$ cat src/rtl/quad_pkg.sv
// -----------------------------------------------------------------------------
// quad_pkg
// Shared types and helpers for the quadrature encoder front end.
//
// Contents:
//   quad_state_t  - decoder FSM states (INIT while baselining, TRACK after)
//   ACC_W         - width of the signed detent accumulator
//   CW_SEQ        - clockwise Gray order of {a,b}, A leading
//   gray_step_t   - result of decoding one {a,b} transition
//   gray_index()  - position of a code inside CW_SEQ
//   gray_step()   - direction (-1/0/+1) and illegal flag for prev -> cur
// -----------------------------------------------------------------------------
package quad_pkg;

  typedef enum logic [0:0] {
    INIT  = 1'b0,
    TRACK = 1'b1
  } quad_state_t;

  // Holds +/-STEPS_PER_DETENT (at most 4) as a signed value.
  localparam int ACC_W = 4;

  // Clockwise rotation walks this table forwards, counter-clockwise backwards.
  localparam logic [1:0] CW_SEQ [4] = '{2'b00, 2'b10, 2'b11, 2'b01};

  typedef struct packed {
    logic signed [1:0] dir;      // +1 clockwise, -1 counter-clockwise, 0 none
    logic              illegal;  // both lines changed together
  } gray_step_t;

  function automatic logic [1:0] gray_index(input logic [1:0] code);
    logic [1:0] idx;
    idx = 2'd0;
    for (int i = 0; i < 4; i++) begin
      if (CW_SEQ[i] == code) begin
        idx = i[1:0];
      end
    end
    return idx;
  endfunction

  // The distance between the two table positions, modulo 4, gives the
  // transition type: 1 forward, 3 backward, 2 means a skipped state.
  function automatic gray_step_t gray_step(input logic [1:0] prev,
                                           input logic [1:0] cur);
    gray_step_t r;
    logic [1:0] delta;
    r.dir     = 2'sd0;
    r.illegal = 1'b0;
    delta     = gray_index(cur) - gray_index(prev);
    case (delta)
      2'd1:    r.dir     = 2'sd1;
      2'd3:    r.dir     = -2'sd1;
      2'd2:    r.illegal = 1'b1;
      default: r.dir     = 2'sd0;
    endcase
    return r;
  endfunction

endpackage

$ cat src/rtl/debounce.sv
// -----------------------------------------------------------------------------
// debounce
// Synchroniser plus stability filter for one raw encoder line.
//
// Parameters:
//   DEBOUNCE_CYCLES - consecutive cycles a new level must be held (>= 2)
//
// Ports:
//   clk       in   system clock
//   reset_n   in   asynchronous active-low reset
//   line_raw  in   raw line, asynchronous to clk
//   db        out  debounced level (resets to 0)
//   acc_pulse out  one-cycle pulse on the cycle db takes a new level
//   settled   out  sticky: the line has completed one full stable window
//                  since reset (either an accepted change or DEBOUNCE_CYCLES
//                  cycles of agreement with db)
// -----------------------------------------------------------------------------
module debounce #(
  parameter int DEBOUNCE_CYCLES = 50000
) (
  input  logic clk,
  input  logic reset_n,
  input  logic line_raw,
  output logic db,
  output logic acc_pulse,
  output logic settled
);

  localparam int CNT_W = (DEBOUNCE_CYCLES > 1) ? $clog2(DEBOUNCE_CYCLES) : 1;
  localparam logic [CNT_W-1:0] CNT_LAST = CNT_W'(DEBOUNCE_CYCLES - 1);

  // Two-stage synchroniser.
  logic s1_q, s2_q;

  // Change filter.
  logic             db_q, db_d;
  logic [CNT_W-1:0] cnt_q, cnt_d;
  logic             acc_pulse_q, acc_pulse_d;

  // Start-up window tracking. fill_q marks when s2 first holds a real sample,
  // so the reset value of the synchroniser cannot count as a stable window.
  logic [1:0]       fill_q;
  logic [CNT_W-1:0] stable_cnt_q, stable_cnt_d;
  logic             settled_q, settled_d;

  always_ff @(posedge clk or negedge reset_n) begin
    if (!reset_n) begin
      s1_q         <= 1'b0;
      s2_q         <= 1'b0;
      db_q         <= 1'b0;
      cnt_q        <= '0;
      acc_pulse_q  <= 1'b0;
      fill_q       <= 2'b00;
      stable_cnt_q <= '0;
      settled_q    <= 1'b0;
    end else begin
      s1_q         <= line_raw;
      s2_q         <= s1_q;
      db_q         <= db_d;
      cnt_q        <= cnt_d;
      acc_pulse_q  <= acc_pulse_d;
      fill_q       <= {fill_q[0], 1'b1};
      stable_cnt_q <= stable_cnt_d;
      settled_q    <= settled_d;
    end
  end

  always_comb begin
    db_d         = db_q;
    cnt_d        = cnt_q;
    acc_pulse_d  = 1'b0;
    stable_cnt_d = stable_cnt_q;
    settled_d    = settled_q;

    if (s2_q == db_q) begin
      // Agreement: any pending change was a glitch, drop its count.
      cnt_d = '0;
      if (fill_q[1] && !settled_q) begin
        if (stable_cnt_q == CNT_LAST) begin
          settled_d = 1'b1;
        end else begin
          stable_cnt_d = stable_cnt_q + 1'b1;
        end
      end
    end else begin
      stable_cnt_d = '0;
      if (cnt_q == CNT_LAST) begin
        db_d        = s2_q;
        cnt_d       = '0;
        acc_pulse_d = 1'b1;
        settled_d   = 1'b1;
      end else begin
        cnt_d = cnt_q + 1'b1;
      end
    end
  end

  assign db        = db_q;
  assign acc_pulse = acc_pulse_q;
  assign settled   = settled_q;

endmodule

$ cat src/rtl/quad_decoder.sv
// -----------------------------------------------------------------------------
// quad_decoder
// Rotary encoder front end: debounces the raw A/B lines, follows the Gray
// sequence and emits one cw/ccw pulse per mechanical detent.
//
// Parameters:
//   DEBOUNCE_CYCLES  - stable cycles before a line change is accepted (>= 2)
//   STEPS_PER_DETENT - Gray transitions per output pulse (1, 2 or 4)
//
// Ports:
//   clk      in   system clock
//   reset_n  in   asynchronous active-low reset
//   enc_a    in   raw channel A, asynchronous
//   enc_b    in   raw channel B, asynchronous
//   cw       out  one-cycle pulse, clockwise detent completed
//   ccw      out  one-cycle pulse, counter-clockwise detent completed
//   err      out  one-cycle pulse, both lines changed at once
// -----------------------------------------------------------------------------
module quad_decoder
  import quad_pkg::*;
#(
  parameter int DEBOUNCE_CYCLES  = 50000,
  parameter int STEPS_PER_DETENT = 4
) (
  input  logic clk,
  input  logic reset_n,
  input  logic enc_a,
  input  logic enc_b,
  output logic cw,
  output logic ccw,
  output logic err
);

  localparam logic signed [ACC_W-1:0] DETENT_POS = ACC_W'(STEPS_PER_DETENT);
  localparam logic signed [ACC_W-1:0] DETENT_NEG = -DETENT_POS;

  // Bit 1 is line A, bit 0 is line B, so the vectors read as {a,b}.
  logic [1:0] raw_vec;
  logic [1:0] db_vec;
  logic [1:0] acc_pulse_vec;
  logic [1:0] settled_vec;

  assign raw_vec = {enc_a, enc_b};

  for (genvar gi = 0; gi < 2; gi++) begin : gen_line
    debounce #(
      .DEBOUNCE_CYCLES(DEBOUNCE_CYCLES)
    ) u_debounce (
      .clk      (clk),
      .reset_n  (reset_n),
      .line_raw (raw_vec[gi]),
      .db       (db_vec[gi]),
      .acc_pulse(acc_pulse_vec[gi]),
      .settled  (settled_vec[gi])
    );
  end

  quad_state_t              state_q, state_d;
  logic [1:0]               prev_q, prev_d;
  logic signed [ACC_W-1:0]  acc_q, acc_d;
  logic                     cw_q, cw_d;
  logic                     ccw_q, ccw_d;
  logic                     err_q, err_d;

  gray_step_t               step;
  logic signed [ACC_W-1:0]  step_ext;
  logic signed [ACC_W-1:0]  acc_sum;
  logic                     both_acc;

  always_ff @(posedge clk or negedge reset_n) begin
    if (!reset_n) begin
      state_q <= INIT;
      prev_q  <= 2'b00;
      acc_q   <= '0;
      cw_q    <= 1'b0;
      ccw_q   <= 1'b0;
      err_q   <= 1'b0;
    end else begin
      state_q <= state_d;
      prev_q  <= prev_d;
      acc_q   <= acc_d;
      cw_q    <= cw_d;
      ccw_q   <= ccw_d;
      err_q   <= err_d;
    end
  end

  always_comb begin
    step     = gray_step(prev_q, db_vec);
    step_ext = {{(ACC_W-2){step.dir[1]}}, step.dir};
    acc_sum  = acc_q + step_ext;
    // Both filters accepting on the same edge is a simultaneous change.
    both_acc = &acc_pulse_vec;

    state_d = state_q;
    prev_d  = prev_q;
    acc_d   = acc_q;
    cw_d    = 1'b0;
    ccw_d   = 1'b0;
    err_d   = 1'b0;

    case (state_q)
      INIT: begin
        // Wait until both lines have real levels so the reset value 00
        // is never mistaken for a step towards the idle level.
        acc_d = '0;
        if (&settled_vec) begin
          prev_d  = db_vec;
          state_d = TRACK;
        end
      end
      TRACK: begin
        prev_d = db_vec;
        if (step.illegal || both_acc) begin
          err_d = 1'b1;
          acc_d = '0;
        end else if (step.dir != 2'sd0) begin
          // Opposite steps subtract, so a reversal unwinds partial
          // progress instead of producing a pulse.
          if (acc_sum == DETENT_POS) begin
            cw_d  = 1'b1;
            acc_d = '0;
          end else if (acc_sum == DETENT_NEG) begin
            ccw_d = 1'b1;
            acc_d = '0;
          end else begin
            acc_d = acc_sum;
          end
        end
      end
      default: begin
        state_d = INIT;
        acc_d   = '0;
      end
    endcase
  end

  assign cw  = cw_q;
  assign ccw = ccw_q;
  assign err = err_q;

endmodule

$ cat config.mk
export PLATFORM = sky130hd
export DESIGN_NAME = quad_decoder
export DESIGN_NICKNAME = d
export VERILOG_FILES = /design/src/rtl/quad_pkg.sv /design/src/rtl/debounce.sv /design/src/rtl/quad_decoder.sv
export SDC_FILE = /design/constraint.sdc
export NUM_CORES = 1
export LEC_CHECK = 0
export CAP_MARGIN = 20
export CORE_MARGIN = 2
export CORE_UTILIZATION = 36
export CTS_BUF_LIST = sky130_fd_sc_hd__clkbuf_16
export DETAILED_ROUTE_END_ITERATION = 16
export PLACE_DENSITY = 0.52
export SYNTH_ARGS = -nofsm -noshare
export SYNTH_HDL_FRONTEND = slang
export SYNTH_HIERARCHICAL = 1
export SYNTH_SLANG_ARGS = --single-unit
$ cat constraint.sdc
create_clock -name clk -period 3.5 [get_ports clk]
set_input_delay 0.525 -clock clk [delete_from_list [all_inputs] [get_ports clk]]
set_output_delay 0.525 -clock clk [all_outputs]
set_load 0.02 [all_outputs]
* Yosys cells after proc, flatten, opt, wreduce, memory -nomap -nowiden
Cells that the tools add are included.
Word-level totals: register bits 88, input port bits 4, output and inout port bits 3, word-level logic and storage cells 122
Operators by class: add/sub/neg operators 6, eq/ne operators 25, mux-type cells 50, bitwise logic cells 3, reduce and logical (&&, ||, !) cells 16
Operator list (count):
- 16-bit two-way mux | 10
- 16-bit by 1-bit adder with 16-bit output (second input constant) | 4
- 16-bit == test (second input constant) | 4
- 1-bit two-way mux | 28
- 4-bit two-way mux | 4
- 2-bit inequality test (second input constant) | 7
- 2-bit AND reduction | 6
- 2-bit two-way mux | 5
- 2-bit == test (first input constant) | 4
- 2-bit case mux with 2 select lines | 2
- 4-bit case mux with 2 select lines | 1
- 3-bit AND reduction | 2
- 2-bit nonzero test | 3
- 4-bit by 2-bit adder with 4-bit output | 1
- 1-bit by 2-bit == test with 1-bit output (first input constant) | 2
- 2-bit == test (second input constant) | 2
- 4-bit by 3-bit == test with 1-bit output (second input constant) | 1
- 4-bit == test (second input constant) | 1
- 3-bit by 1-bit inequality test with 1-bit output (second input constant) | 1
- 1-bit inverter | 3
- 1-bit == test | 2
- 2-bit by 1-bit == test with 1-bit output (second input constant) | 1
- 1-bit logical AND | 2
- 1-bit zero test | 2
- 2 further kinds | 2

* Logic depth before layout (Yosys ltp)
word-level depth 14, mapped depth 12

* By module
Netlist, hierarchy kept.
By module, submodules not included:
- debounce at gen_line[0].u_debounce | instances 1, cells an instance 180, area each 1880.6 µm², sequential area each 975.9 µm²
- debounce at gen_line[1].u_debounce | instances 1, cells an instance 184, area each 1876.8 µm², sequential area each 975.9 µm²
- quad_decoder | instances 1, cells an instance 67, area each 680.7 µm², sequential area each 250.2 µm²

* Least setup slack after synthesis
No wires, ideal clock.
path type register to register, start point register gen_line[0].u_debounce.db_q, end point register acc_q[3], library setup time 0.104 ns, arrival time 2.601 ns, required time 3.396 ns, setup slack 0.795 ns, stages on the path, launching flop included 10, clock period less this slack 2.705 ns, cells stage by stage dfrtp_1 ha_1 ha_1 xnor3_4 nor2_1 ha_1 a31oi_1 mux2i_1 xnor2_1 o41ai_2
Between the ends: longest elaborated chain between the ends 14
Ends and longest elaborated chain:
- start, declared | RTL line debounce.sv:36 | logic db_q, db_d;
- start signal, assigned | RTL line debounce.sv:50 | db_q <= 1'b0;
- start signal, assigned | RTL line debounce.sv:59 | db_q <= db_d;
- 2-bit == test | RTL line quad_pkg.sv:35 | if (CW_SEQ[i] == code) begin
- 1-bit two-way mux | RTL line quad_pkg.sv:35
- 2-bit two-way mux | RTL line quad_pkg.sv:35
- 2-bit two-way mux (*) | RTL line quad_pkg.sv:35
- 2-bit subtractor (*) | RTL line quad_pkg.sv:50 | delta = gray_index(cur) - gray_index(prev);
- 2-bit == test or 2-bit by 1-bit == test with 1-bit output (tied branches) | RTL line quad_pkg.sv:51 | case (delta)
- 2-bit case mux with 2 select lines | RTL line quad_pkg.sv:51
- 4-bit by 2-bit adder with 4-bit output | RTL line quad_decoder.sv:91 | acc_sum = acc_q + step_ext;
- 4-bit by 3-bit == test with 1-bit output | RTL line quad_decoder.sv:123 | end else if (acc_sum == DETENT_NEG) begin
- 4-bit two-way mux | RTL line quad_decoder.sv:123
- 4-bit two-way mux | RTL line quad_decoder.sv:120 | if (acc_sum == DETENT_POS) begin
- 4-bit two-way mux | RTL line quad_decoder.sv:117 | end else if (step.dir != 2'sd0) begin
- 4-bit two-way mux | RTL line quad_decoder.sv:114 | if (step.illegal || both_acc) begin
- 4-bit case mux with 2 select lines | RTL line quad_decoder.sv:102 | case (state_q)
- end signal, assigned | RTL line quad_decoder.sv:74 | acc_q <= '0;
- end signal, assigned | RTL line quad_decoder.sv:81 | acc_q <= acc_d;
- end, declared | RTL line quad_decoder.sv:60 | logic signed [ACC_W-1:0] acc_q, acc_d;
Every way passes the cells marked *; elsewhere a longest branch is shown, timed or not. The select of a mux whose other input is x is not followed. A chain may end at the register's enable or synchronous reset.

* Worst setup path after layout
Ends and elaborated chain as after synthesis.

==> flow_metrics.env <==
export IMPL_status="finished clean"
export IMPL_cp_common_cell="ha_1"
export IMPL_final_seq_area_um2=2200
export IMPL_relSlewSlack_pct=40.0
export IMPL_io_pins=7
export IMPL_finalSetupViolCount=0
export IMPL_r2r_start="gen_line[0].u_debounce/db"
export IMPL_dp_hpwl_mm=5.52
export IMPL_crit_chain="ha_1, ha_1, xnor3_4, nor2_1, ha_1, a31oi_1, mux2i_1, xnor2_1, o41ai_2"
export IMPL_cts_root_buf="clkbuf_16"
export IMPL_grt_pass1_wl_mm=14.5
export IMPL_cp_max_fo=6
export IMPL_grt_setup_unrepaired="false"
export IMPL_grt_max_degree=36
export IMPL_cap_violations=0
export IMPL_grt_ovfl_total=0
export IMPL_critPathCaptureType="flip-flop"
export IMPL_synth_edff_count=0
export IMPL_path_clk_slew_ns=0.06
export IMPL_clock_path_buffers=2
export IMPL_final_max_slew_viol_count=0
export IMPL_drc=0
export IMPL_synth_top_area_share_pct=49.6
export IMPL_synthToLayoutAreaGrowth_pct=12.0
export IMPL_fin_crit_sh_pct=84.6
export IMPL_initial_core_util_pct=36.9
export IMPL_dr_first_iter_drc_count=177
export IMPL_coreArea_um2=12000
export IMPL_power_density_nw_per_um2=416
export IMPL_p_leak_nw=2.09
export IMPL_cp_top_family="adder cells"
export IMPL_synth_avg_cell_area_um2=10.3
export IMPL_multi_input_area_um2=2140
export IMPL_wl_per_cell_um=13.5
export IMPL_fillers=1159
export IMPL_fp_dieArea_um2=13200
export IMPL_diodes=0
export IMPL_fp_row_count=40
export IMPL_cts_resized=0
export IMPL_drive_gt1_share_pct=9.78
export IMPL_worstPathBufferInverterCount=0
export IMPL_ys_ff_latch=88
export IMPL_power_mw=2.07
export IMPL_htreeDepth=3
export IMPL_crit_type="reg -> reg"
export IMPL_die_h_um=115
export IMPL_totalWireLength_mm=8.06
export IMPL_yosysTopAreaCell="dfrtp_1"
export IMPL_cts_sinks=88
export IMPL_avgViaCountPerCell=5.29
export IMPL_finalCriticalPeriod_ns=2.96
export IMPL_hold_class="in -> async"
export IMPL_final_common_cell="dfrtp_1"
export IMPL_portBuffers=6
export IMPL_grt_usage_pct=13.8
export IMPL_synthTopCellsByArea="dfrtp_1 (50%), xnor2_1 (6.9%), nor2_1 (4.7%), ha_1 (3.4%), nand3_1 (2.7%)"
export IMPL_crit_path_max_incr_delay_ns=0.46
export IMPL_post_cts_buffers=0
export IMPL_synth_distinct_cells=57
export IMPL_antenna_found_initial=0
export IMPL_async_flop_share_pct=100
export IMPL_crit_slowest_cell="dfrtp_1"
export IMPL_cts_buffers=9
export IMPL_detail_route_first_pass_iterations=4
export IMPL_ys_warn_count=6
export IMPL_finalSetupTns_ns=0
export IMPL_die_x_um=115
export IMPL_fin_skew_ns=0.00940
export IMPL_seq_area_frac_synth_pct=49.6
export IMPL_cp_startpoint="gen_line[0].u_debounce/db"
export IMPL_synth_fp_nets=447
export IMPL_finalWeightedCongestion=0.838
export IMPL_fin_nets=461
export IMPL_ctsHoldBuffers=0
export IMPL_first_global_vias=3099
export IMPL_cp_arrival_ns=3.20
export IMPL_cts_tree="done"
export IMPL_finalHoldViolations=0
export IMPL_dr_total_vias=3161
export IMPL_required_ns=3.74
export IMPL_worstMarginPinSlew_ns=0.892
export IMPL_fmax_mhz=338
export IMPL_layout_common_cells="dfrtp_1 (88), nor2_1 (56), xnor2_1 (35)"
export IMPL_syn_cell_area_um2=4440
export IMPL_syn_inst=431
export IMPL_antenna_left=0
export IMPL_synth_top_flop_cell="dfrtp_1"
export IMPL_critPathLaunchType="flip-flop"
export IMPL_ir_drop_v=0.000272
export IMPL_insertion_delay_ns=0.35
## metrics by stage
stage          std cells  area, um^2  hold slack, ns  setup slack, ns  utilization, %
2_1_floorplan        431        4440           0.229            0.795               -
3_3_place_gp         581        4670           0.333            0.657            38.9
3_5_place_dp         581        4670           0.335            0.517            38.9
4_1_cts              597        4970          0.0858            0.542            41.4
5_1_grt              597        4970          0.0964            0.294            41.4
6_report             597        4970          0.0830            0.540            41.4
## metal layers
metal	up-vias	global-route usage (%)	wire length [um]
met2	39	21.1	3700
met1	1530	17.7	3900
li1	1576	-	-
met5	-	0	0
met4	0	5.62	160
met3	16	4.96	311
## cells in the mapped netlist, drive strengths merged (2+ instances only)
library cell and instances:
a311o 2, o211ai 2, nor4bb 5, nor4b 3, buf 3, ha 12
nand2b 2, mux2 3, nor2b 4, nor2 57, dfrtp 88, or3 12
conb 2, or4 2, a41o 2, nor4 16, or4bb 2, o21ai 15
and4 4, nor3 14, inv 14, a31o 2, and3 7, o41ai 2
xnor2 35, nand4 16, clkbuf 4, o31ai 2, nand4b 3, a31oi 4
nand2 25, a22o 2, a21oi 16, xor2 14, nand3 25
## power breakdown
group          internal, mW  switching (mW)
sequential             1.03          0.0138
clock                 0.552           0.403
combinational        0.0191          0.0451
## worst reg2reg max path, cell delays in order (launching register included)
cell     delay, ns
dfrtp_1       0.46
ha_1          0.33
ha_1          0.22
xnor3_4       0.45
nor2_1        0.18
ha_1          0.31
a31oi_1       0.31
mux2i_1       0.14
xnor2_1       0.15
o41ai_2       0.31
## logic make-up (layout without fill, tap and decap cells)
kind of cell,count (synthesis),after routing,synth area share (%)
simple gates,203,203,25.2
buf+inv,21,40,2.06
flops,88,88,49.6
compound gates,50,50,7.58
xor+xnor,51,51,11.0
mux,4,4,0.987
other cells,2,2,0.169
fa+ha+maj,12,12,3.38
## path summary, 6_finish.rpt
| path | endpoint | slack (ns) | cells after the start |
|---|---|---|---|
| max reg2reg | acc_q[3] | 0.54 | 9 |
| max in group asynchronous | gen_line[1].u_debounce/cnt_q[13] | 2.65 | 2 |
| max | acc_q[3] | 0.54 | 9 |
| min reg2reg | gen_line[1].u_debounce/fill_q[1] | 0.35 | 0 |
| min | gen_line[0].u_debounce/stable_cnt_q[1] | 0.08 | 1 |
| min in group clk | gen_line[1].u_debounce/fill_q[1] | 0.35 | 0 |
## flip-flops by register name, indices dropped and copies added (netlist names)
register,count
gen_line.u_debounce/cnt_q,32
gen_line.u_debounce/stable_cnt_q,32
acc_q,4
gen_line.u_debounce/fill_q,4
gen_line.u_debounce/acc_pulse,2
gen_line.u_debounce/db,2
gen_line.u_debounce/s1_q,2
gen_line.u_debounce/s2_q,2
gen_line.u_debounce/settled,2
prev_q,2
ccw,1
cw,1
err,1
state_q,1
## area by class of cell
type	instances	share of cell area, %
multi-input cells	322	43.2
inverters	14	1.06
clock inverters	7	1.46
clock buffers	9	4.53
flip-flops and latches	88	44.3
repair buffers	10	1.76
well taps	147	3.70
No activity file was read; power rests on OpenSTA's default activity.
==> patch, RTL diff (same settings) <==
Make the reset (`reset_n`) synchronous in 2 clocked blocks. Comments in the files are not updated.
--- a/src/rtl/debounce.sv
+++ b/src/rtl/debounce.sv
@@ -45,3 +45,3 @@
 
-  always_ff @(posedge clk or negedge reset_n) begin
+  always_ff @(posedge clk) begin
     if (!reset_n) begin
--- a/src/rtl/quad_decoder.sv
+++ b/src/rtl/quad_decoder.sv
@@ -69,3 +69,3 @@
 
-  always_ff @(posedge clk or negedge reset_n) begin
+  always_ff @(posedge clk) begin
     if (!reset_n) begin
Formal check against the unedited RTL: no difference found for any inputs over 10 cycles, from zero or initial values and one cycle with reset_n low; that may be too few to reach the edited logic, so the function may still have changed.
==> patch against the original RTL <==
Total power decreased by 6.5%. Design area decreased by 8.1%. Final cell count increased by 1.5%. Clock skew decreased by 0.0038 ns. Wire length decreased by 5.0%. Sequential cell count unchanged. Setup slack improved by 0.048 ns. Synthesized area decreased by 7.6%. Critical endpoint is now ccw. Largest power group unchanged.
==> patch: results (changes against the original RTL) <==
status complete, no violations (unchanged); register area share after synthesis 0.430 (was 0.496); multiplexer share of the synthesized area 0.0171 (was 0.00987); Non-clock buffer share 0.0148 (was 0.0176); total wire length 7660 µm (was 8060 µm); CP arrival 3.18 ns (was 3.20 ns); CP max FO 4 (was 6); Slew @ Worst Pin 0.573 ns (was 0.892 ns); Max stage delay cell, worst path xnor3_1 (was dfrtp_1); fraction of registers with async set or reset after synthesis 0 (was 1.00); hold crit path type reg -> reg (was in -> async); Synth Area in Adders 0.0366 (was 0.0338); synth unique cells 47 (was 57); Repair and plain buffers 7 (was 10); sequential share of cell area 0.386 (was 0.443); share of layout cells above drive strength 1 0.0622 (was 0.0978); total track usage 0.134 (was 0.138); Seq Cell Count 88 (unchanged); DRT iter0 DRCs 192 (was 177); placed insts 591 (was 581); fill count 1054 (was 1159); multi-input gate count 344 (was 322); largest net degree at the start of global routing 17 (was 36); largest cells by area after synthesis dfxtp_1 (43%), xnor2_1 (6.6%), nor2_1 (5.7%) (was dfrtp_1 (50%), xnor2_1 (6.9%), nor2_1 (4.7%)); vias in the first global route 2922 (was 3099); net load switching power 0.430 mW (was 0.462 mW); final-layout clock-cell area share 0.0595 (was 0.0599); max incr delay on CP 0.43 ns (was 0.46 ns); xor/xnor cell area share of the yosys netlist 0.0949 (was 0.110); DP Wirelength 5350 µm (was 5520 µm); DR WL/cell 12.6 µm (was 13.5 µm); leak pwr 1.54 nW (was 2.09 nW); synth cell count leaders dfxtp_1 (88), nor2_1 (62), nand2_1 (33), xnor2_1 (31), a21oi_1 (21) (was dfrtp_1 (88), nor2_1 (56), xnor2_1 (35), nand2_1 (25), nand3_1 (24)); area occupied by multi-input gates 2250 µm² (was 2140 µm²); fin nets 478 (was 461); vias 3147 (was 3161); Area Growth Syn to Fin 11.4% (was 12.0%); Syn Area/Cell 9.11 µm² (was 10.3 µm²); Setup Skew 0.00557 ns (was 0.00940 ns); first-pass GRT wire length 13700 µm (was 14500 µm)
-- patch: cell count changes in the layout (fill, tap and decap cells not counted), moves of 5 or more --
cell	before	now
mux2i_1	1	7
nand2_1	25	33
nor3_1	14	9
and2_1	1	8
or3_1	9	17
dfrtp_1	88	0
xor2_1	13	8
nor2_1	56	62
a21oi_1	16	21
nor4_1	16	10
dfxtp_1	0	88
or4_1	2	10
-- patch: path summary, 6_finish.rpt --
kind	from	endpoint	slack [ns]	cells past startpoint
worst max-delay path	gen_line[1].u_debounce/db	ccw	0.59	10
worst min-delay path	gen_line[1].u_debounce/fill_q[0]	gen_line[1].u_debounce/fill_q[1]	0.43	1
worst max register to register	gen_line[1].u_debounce/db	ccw	0.59	10
worst min register to register	gen_line[1].u_debounce/fill_q[0]	gen_line[1].u_debounce/fill_q[1]	0.43	1
-- patch: per-layer routing --
layer  global-route usage  up-vias  wire length (µm)
met1                0.184     1435              3880
met3               0.0361       11               269
met5                    0        -                 0
li1                     -     1659                 -
met4               0.0617        0               155
met2                0.196       42              3360
